===== config.mk =====
export PLATFORM = sky130hd
export DESIGN_NAME = hamming74_encoder_tx
export DESIGN_NICKNAME = d
export VERILOG_FILES = /design/src/rtl/hamming74_encoder_tx.sv
export SDC_FILE = /design/constraint.sdc
export NUM_CORES = 1
export LEC_CHECK = 0
export BUFFER_PORTS_ARGS = -buffer_cell sky130_fd_sc_hd__buf_2
export CAP_MARGIN = 0
export CORE_ASPECT_RATIO = 0.75
export CORE_MARGIN = 5
export CORE_UTILIZATION = 54
export DETAILED_ROUTE_END_ITERATION = 12
export GPL_ROUTABILITY_DRIVEN = 0
export PLACE_DENSITY = 0.73
export SLEW_MARGIN = 20
export SYNTH_ARGS = -nofsm -noshare
export SYNTH_HDL_FRONTEND = slang
export SYNTH_SLANG_ARGS = --single-unit
export TNS_END_PERCENT = 30

===== constraint.sdc =====
create_clock -name clock -period 3.9 [get_ports clock]
set_input_delay 0.39 -clock clock [delete_from_list [all_inputs] [get_ports clock]]
set_output_delay 0.39 -clock clock [all_outputs]
set_load 0.02 [all_outputs]

===== src/rtl/hamming74_encoder_tx.sv =====
// hamming74_encoder_tx
// Transmit side of the decoder_proj link. Nibbles are buffered in a small
// circular FIFO, encoded to Hamming(7,4) codewords and shifted out on one
// serial line framed as: start bit (0), code bits LSB first, stop bit (1).
// Define HAMMING_SECDED_EN to append an overall even-parity bit (8-bit code,
// 10-bit frame); left undefined the block sends plain 7-bit codewords.
module hamming74_encoder_tx #(
   parameter int DEPTH   = 4,
   parameter int BIT_DIV = 4,
`ifdef HAMMING_SECDED_EN
   localparam int CW = 8
`else
   localparam int CW = 7
`endif
) (
   input  logic                     clock,
   input  logic                     reset,
   input  logic                     in_valid,
   output logic                     in_ready,
   input  logic [3:0]               in_data,
   output logic                     tx_serial,
   output logic                     tx_busy,
   output logic                     frame_done,
   output logic [CW-1:0]            code_out,
   output logic [$clog2(DEPTH):0]   fifo_level
);

   localparam int AW = $clog2(DEPTH);
   localparam int PW = AW + 1;
   localparam int DW = (BIT_DIV > 1) ? $clog2(BIT_DIV) : 1;

   typedef enum logic [1:0] {IDLE, START, DATA, STOP} state_t;

   state_t          state, state_n;
   logic [DW-1:0]   div_cnt, div_n;
   logic [2:0]      bit_cnt, bit_n;
   logic [CW-1:0]   shift_reg, shift_n;
   logic [CW-1:0]   code_n;
   logic            tx_n, busy_n, done_n;

   logic [3:0]      mem [DEPTH];
   logic [AW:0]     wr_ptr, rd_ptr;
   logic            full, empty, push, pop, last_tick;
   logic [3:0]      head;
   logic [CW-1:0]   head_code;

   // Hamming(7,4): c = {d4,d3,d2,p4,d1,p2,p1}, optionally with overall parity on top
   function automatic logic [CW-1:0] encode(input logic [3:0] d);
      logic [6:0] c;
      c = {d[3], d[2], d[1], d[1] ^ d[2] ^ d[3], d[0], d[0] ^ d[2] ^ d[3], d[0] ^ d[1] ^ d[3]};
`ifdef HAMMING_SECDED_EN
      return {^c, c};
`else
      return c;
`endif
   endfunction

   // The extra pointer bit distinguishes full from empty when the indices match
   assign fifo_level = wr_ptr - rd_ptr;
   assign full       = (fifo_level == PW'(DEPTH));
   assign empty      = (wr_ptr == rd_ptr);
   assign in_ready   = !full;
   assign push       = in_valid && !full;
   assign head       = mem[rd_ptr[AW-1:0]];
   assign head_code  = encode(head);
   assign last_tick  = (div_cnt == DW'(BIT_DIV - 1));

   // Storage array has no reset; only the pointers define what is valid
   always_ff @(posedge clock) begin
      if (push)
         mem[wr_ptr[AW-1:0]] <= in_data;
   end

   // FIFO pointers advance on accepted pushes and on pops issued by the FSM
   always_ff @(posedge clock or posedge reset) begin
      if (reset) begin
         wr_ptr <= '0;
         rd_ptr <= '0;
      end else begin
         if (push)
            wr_ptr <= wr_ptr + 1'b1;
         if (pop)
            rd_ptr <= rd_ptr + 1'b1;
      end
   end

   // Next-state logic; line outputs are derived from the next state so they are registered
   always_comb begin
      state_n = state;
      div_n   = div_cnt;
      bit_n   = bit_cnt;
      shift_n = shift_reg;
      code_n  = code_out;
      pop     = 1'b0;
      tx_n    = 1'b1;
      busy_n  = 1'b0;
      done_n  = 1'b0;
      case (state)
         IDLE: begin
            if (!empty) begin
               pop     = 1'b1;
               shift_n = head_code;
               code_n  = head_code;
               div_n   = '0;
               state_n = START;
            end
         end
         START: begin
            if (last_tick) begin
               div_n   = '0;
               bit_n   = '0;
               state_n = DATA;
            end else begin
               div_n = div_cnt + 1'b1;
            end
         end
         DATA: begin
            if (last_tick) begin
               div_n   = '0;
               shift_n = shift_reg >> 1;
               if (bit_cnt == 3'(CW - 1))
                  state_n = STOP;
               else
                  bit_n = bit_cnt + 1'b1;
            end else begin
               div_n = div_cnt + 1'b1;
            end
         end
         STOP: begin
            if (last_tick) begin
               div_n = '0;
               if (!empty) begin
                  pop     = 1'b1;
                  shift_n = head_code;
                  code_n  = head_code;
                  state_n = START;
               end else begin
                  state_n = IDLE;
               end
            end else begin
               div_n = div_cnt + 1'b1;
            end
         end
         default: begin
            state_n = IDLE;
            div_n   = '0;
         end
      endcase
      case (state_n)
         START:   tx_n = 1'b0;
         DATA:    tx_n = shift_n[0];
         default: tx_n = 1'b1;
      endcase
      busy_n = (state_n != IDLE);
      done_n = (state_n == STOP) && (div_n == DW'(BIT_DIV - 1));
   end

   // State and output registers; reset forces the line idle high immediately
   always_ff @(posedge clock or posedge reset) begin
      if (reset) begin
         state      <= IDLE;
         div_cnt    <= '0;
         bit_cnt    <= '0;
         shift_reg  <= '0;
         code_out   <= '0;
         tx_serial  <= 1'b1;
         tx_busy    <= 1'b0;
         frame_done <= 1'b0;
      end else begin
         state      <= state_n;
         div_cnt    <= div_n;
         bit_cnt    <= bit_n;
         shift_reg  <= shift_n;
         code_out   <= code_n;
         tx_serial  <= tx_n;
         tx_busy    <= busy_n;
         frame_done <= done_n;
      end
   end

endmodule


==> results.cfg <==
[finish]
syn_to_final_growth_pct = 9.17
finish.net_count = 236
antennaDiodeCount = 0
finalInstanceArea_um2 = 2560
nFillCells = 343
drive_gt1_share_pct = 20.5
largest_register_ffs = 16

[global_route]
antenna_found_initial = 0
grt_max_degree = 31
grt_pass1_vias = 1647
overflow = 0
grt_pass1_wl_um = 7850
grtUsageTotal_pct = 17.8

[worst_setup_path]
r2r_end = code_out[6]
crit_family = adder cells
arrival_ns = 2.04
worstReg2RegStart = rd_ptr[0]
slowest_stage = dfrtp_1
cp_slowest_stage_delay_ns = 0.51
r2r_cells = 5
crit_path_cell_trace = ha_1 -> fa_1 -> xnor2_1 -> nand3_1 -> buf_2
cp_max_fo = 7
regToRegSetupSlack_ns = 1.48
endpoint_kind = output pin
critPathLaunchType = register
crit_type = register to output pin
critPathRequiredTime_ns = 3.51
path_buf_inv = 1

[run]
cap_violations = 0

[timing]
final_max_slew_viol_count = 0
tightest_slew_ns = 0.790
hold_violations = 0
setup_tns_ns = 0
finalCritPeriodShare_pct = 62.3
rsz0062_at_grt = false
timing.hold.ws_ns = 0.173
setup_viol = 0
layout_min_cycle_time_ns = 2.43
relSlewSlack_pct = 45.8
finClkSkew_ns = 0.00331
fmax_mhz = 412

[logic_synthesis]
syn_nets = 216
synth_edf_count = 16
synth_cell_types = 39
synth_flop_cell = dfrtp_1
seq_area_frac_synth_pct = 52.5
syn_area_per_cell_um2 = 12.1
synth_seq_cells = 46
synthCells = 194
syn-cell-area_um2 = 2350
yosysWarnings = 0
postSynth.asyncResetShare_pct = 65.2

[clock_network]
cts-root-buf = clkbuf_8
cts_buffer_depth = 2
cts_buffers = 5
h-tree-depth = 2
clk_pin_slew_worst_paths_ns = 0.08
clk_latency_ns = 0.30
clock_sinks = 46
cts_resized = 0
cts_tree = yes
cts-hold-fix-buffers = 0
post-cts-setup-buffers = 0

[route]
routed_via_density = 5.63
dr.pass1.iters = 4
wl_um = 4540
ant_nets = 0
drc = 0
wire_per_inst_um = 16.8
drt-initial-drc-count = 112
num_vias = 1519

[floorplanning]
ioPinCount = 21
dieArea_um2 = 5780
die_y_um = 67.1
initial_utilization_pct = 56.8
core_um2 = 4130
die_x_um = 86.1
rows = 20

[place]
placed_area_um2 = 2480
portBuffers = 20
hpwl_um = 3390

[worst_hold_path]
min_path_type = input port to async pin

[run_status]
status = completed
-- cell families after synthesis --
logic type               Yosys count  share of synthesized area (%)
AND/OR/NAND/NOR                   44                           9.91
flip-flops                        46                           52.5
XOR/XNOR                          11                           4.74
adder cells (fa/ha/maj)           15                           8.32
buffers and inverters             24                           4.21
AO/OA/AOI/OAI                     39                           11.0
multiplexers                      15                           9.33
-- Yosys cell counts (3+ instances only) --
cell type	number	area share, %
and2_1	9	2.4
xnor2_1	6	2.2
o21ai_0	11	2.3
mux4_2	3	2.9
inv_1	17	2.7
a21oi_1	10	2.1
nand3_1	5	1.1
nor2_1	7	1.1
clkbuf_1	5	0.80
a22o_1	5	1.9
ha_1	14	7.5
nand2_1	15	2.4
mux2i_1	5	2.1
xor2_1	3	1.1
dfrtp_1	29	31
mux2_2	4	1.9
edfxtp_1	16	20
-- worst max path at each step --
stage | slack (ns) | cells after the start | start | endpoint
6_report | 1.47 | 5 | rd_ptr[0] | in_ready
5_1_grt | 1.33 | 5 | rd_ptr[0] | in_ready
4_1_cts | 1.45 | 5 | rd_ptr[0] | in_ready
3_5_place_dp | 1.51 | 5 | rd_ptr[0] | code_out[5]
3_3_place_gp | 1.58 | 5 | rd_ptr[0] | code_out[4]
2_1_floorplan | 1.61 | 7 | wr_ptr[0] | wr_ptr[2]
-- metrics by stage --
| stage | utilization, % | std cells | worst slack, ns |
|---|---|---|---|
| floorplan | - | 194 | 1.61 |
| global placement | 60.1 | 262 | 1.58 |
| detailed placement | 60.1 | 262 | 1.51 |
| CTS | 62.1 | 270 | 1.45 |
| global route | 62.1 | 270 | 1.33 |
| finish | 62.1 | 270 | 1.47 |
-- area by class of cell --
cell class	count	area (µm²)	share of cell area, %
Sequential cell	46	1230	48.1
Clock buffer	6	72.6	2.83
Clock inverter	2	8.76	0.342
Timing Repair Buffer	20	100	3.91
Multi-Input combinational cell	124	1020	39.6
Tap cell	55	68.8	2.69
Inverter	17	63.8	2.49
-- placed cells by master (no fill, tap or decap), drive strengths merged, types with 8 or more instances in the layout --
| master | n |
|---|---|
| edfxtp | 16 |
| and2 | 9 |
| a21oi | 10 |
| inv | 17 |
| xnor2 | 8 |
| dfrtp | 29 |
| nand2 | 15 |
| o21ai | 12 |
| ha | 14 |
| buf | 20 |
-- metal layers --
metal / vias to the layer above / track usage [%] / wire length (µm)
li1: 726 / - / -
met1: 752 / 23.6 / 2190
met2: 35 / 28.0 / 2060
met3: 6 / 5.32 / 245
met4: 0 / 5.93 / 52
met5: - / 0 / 0
Power is not shown: default switching activity piles up to over one toggle a cycle in this logic, so the estimate is an artifact.
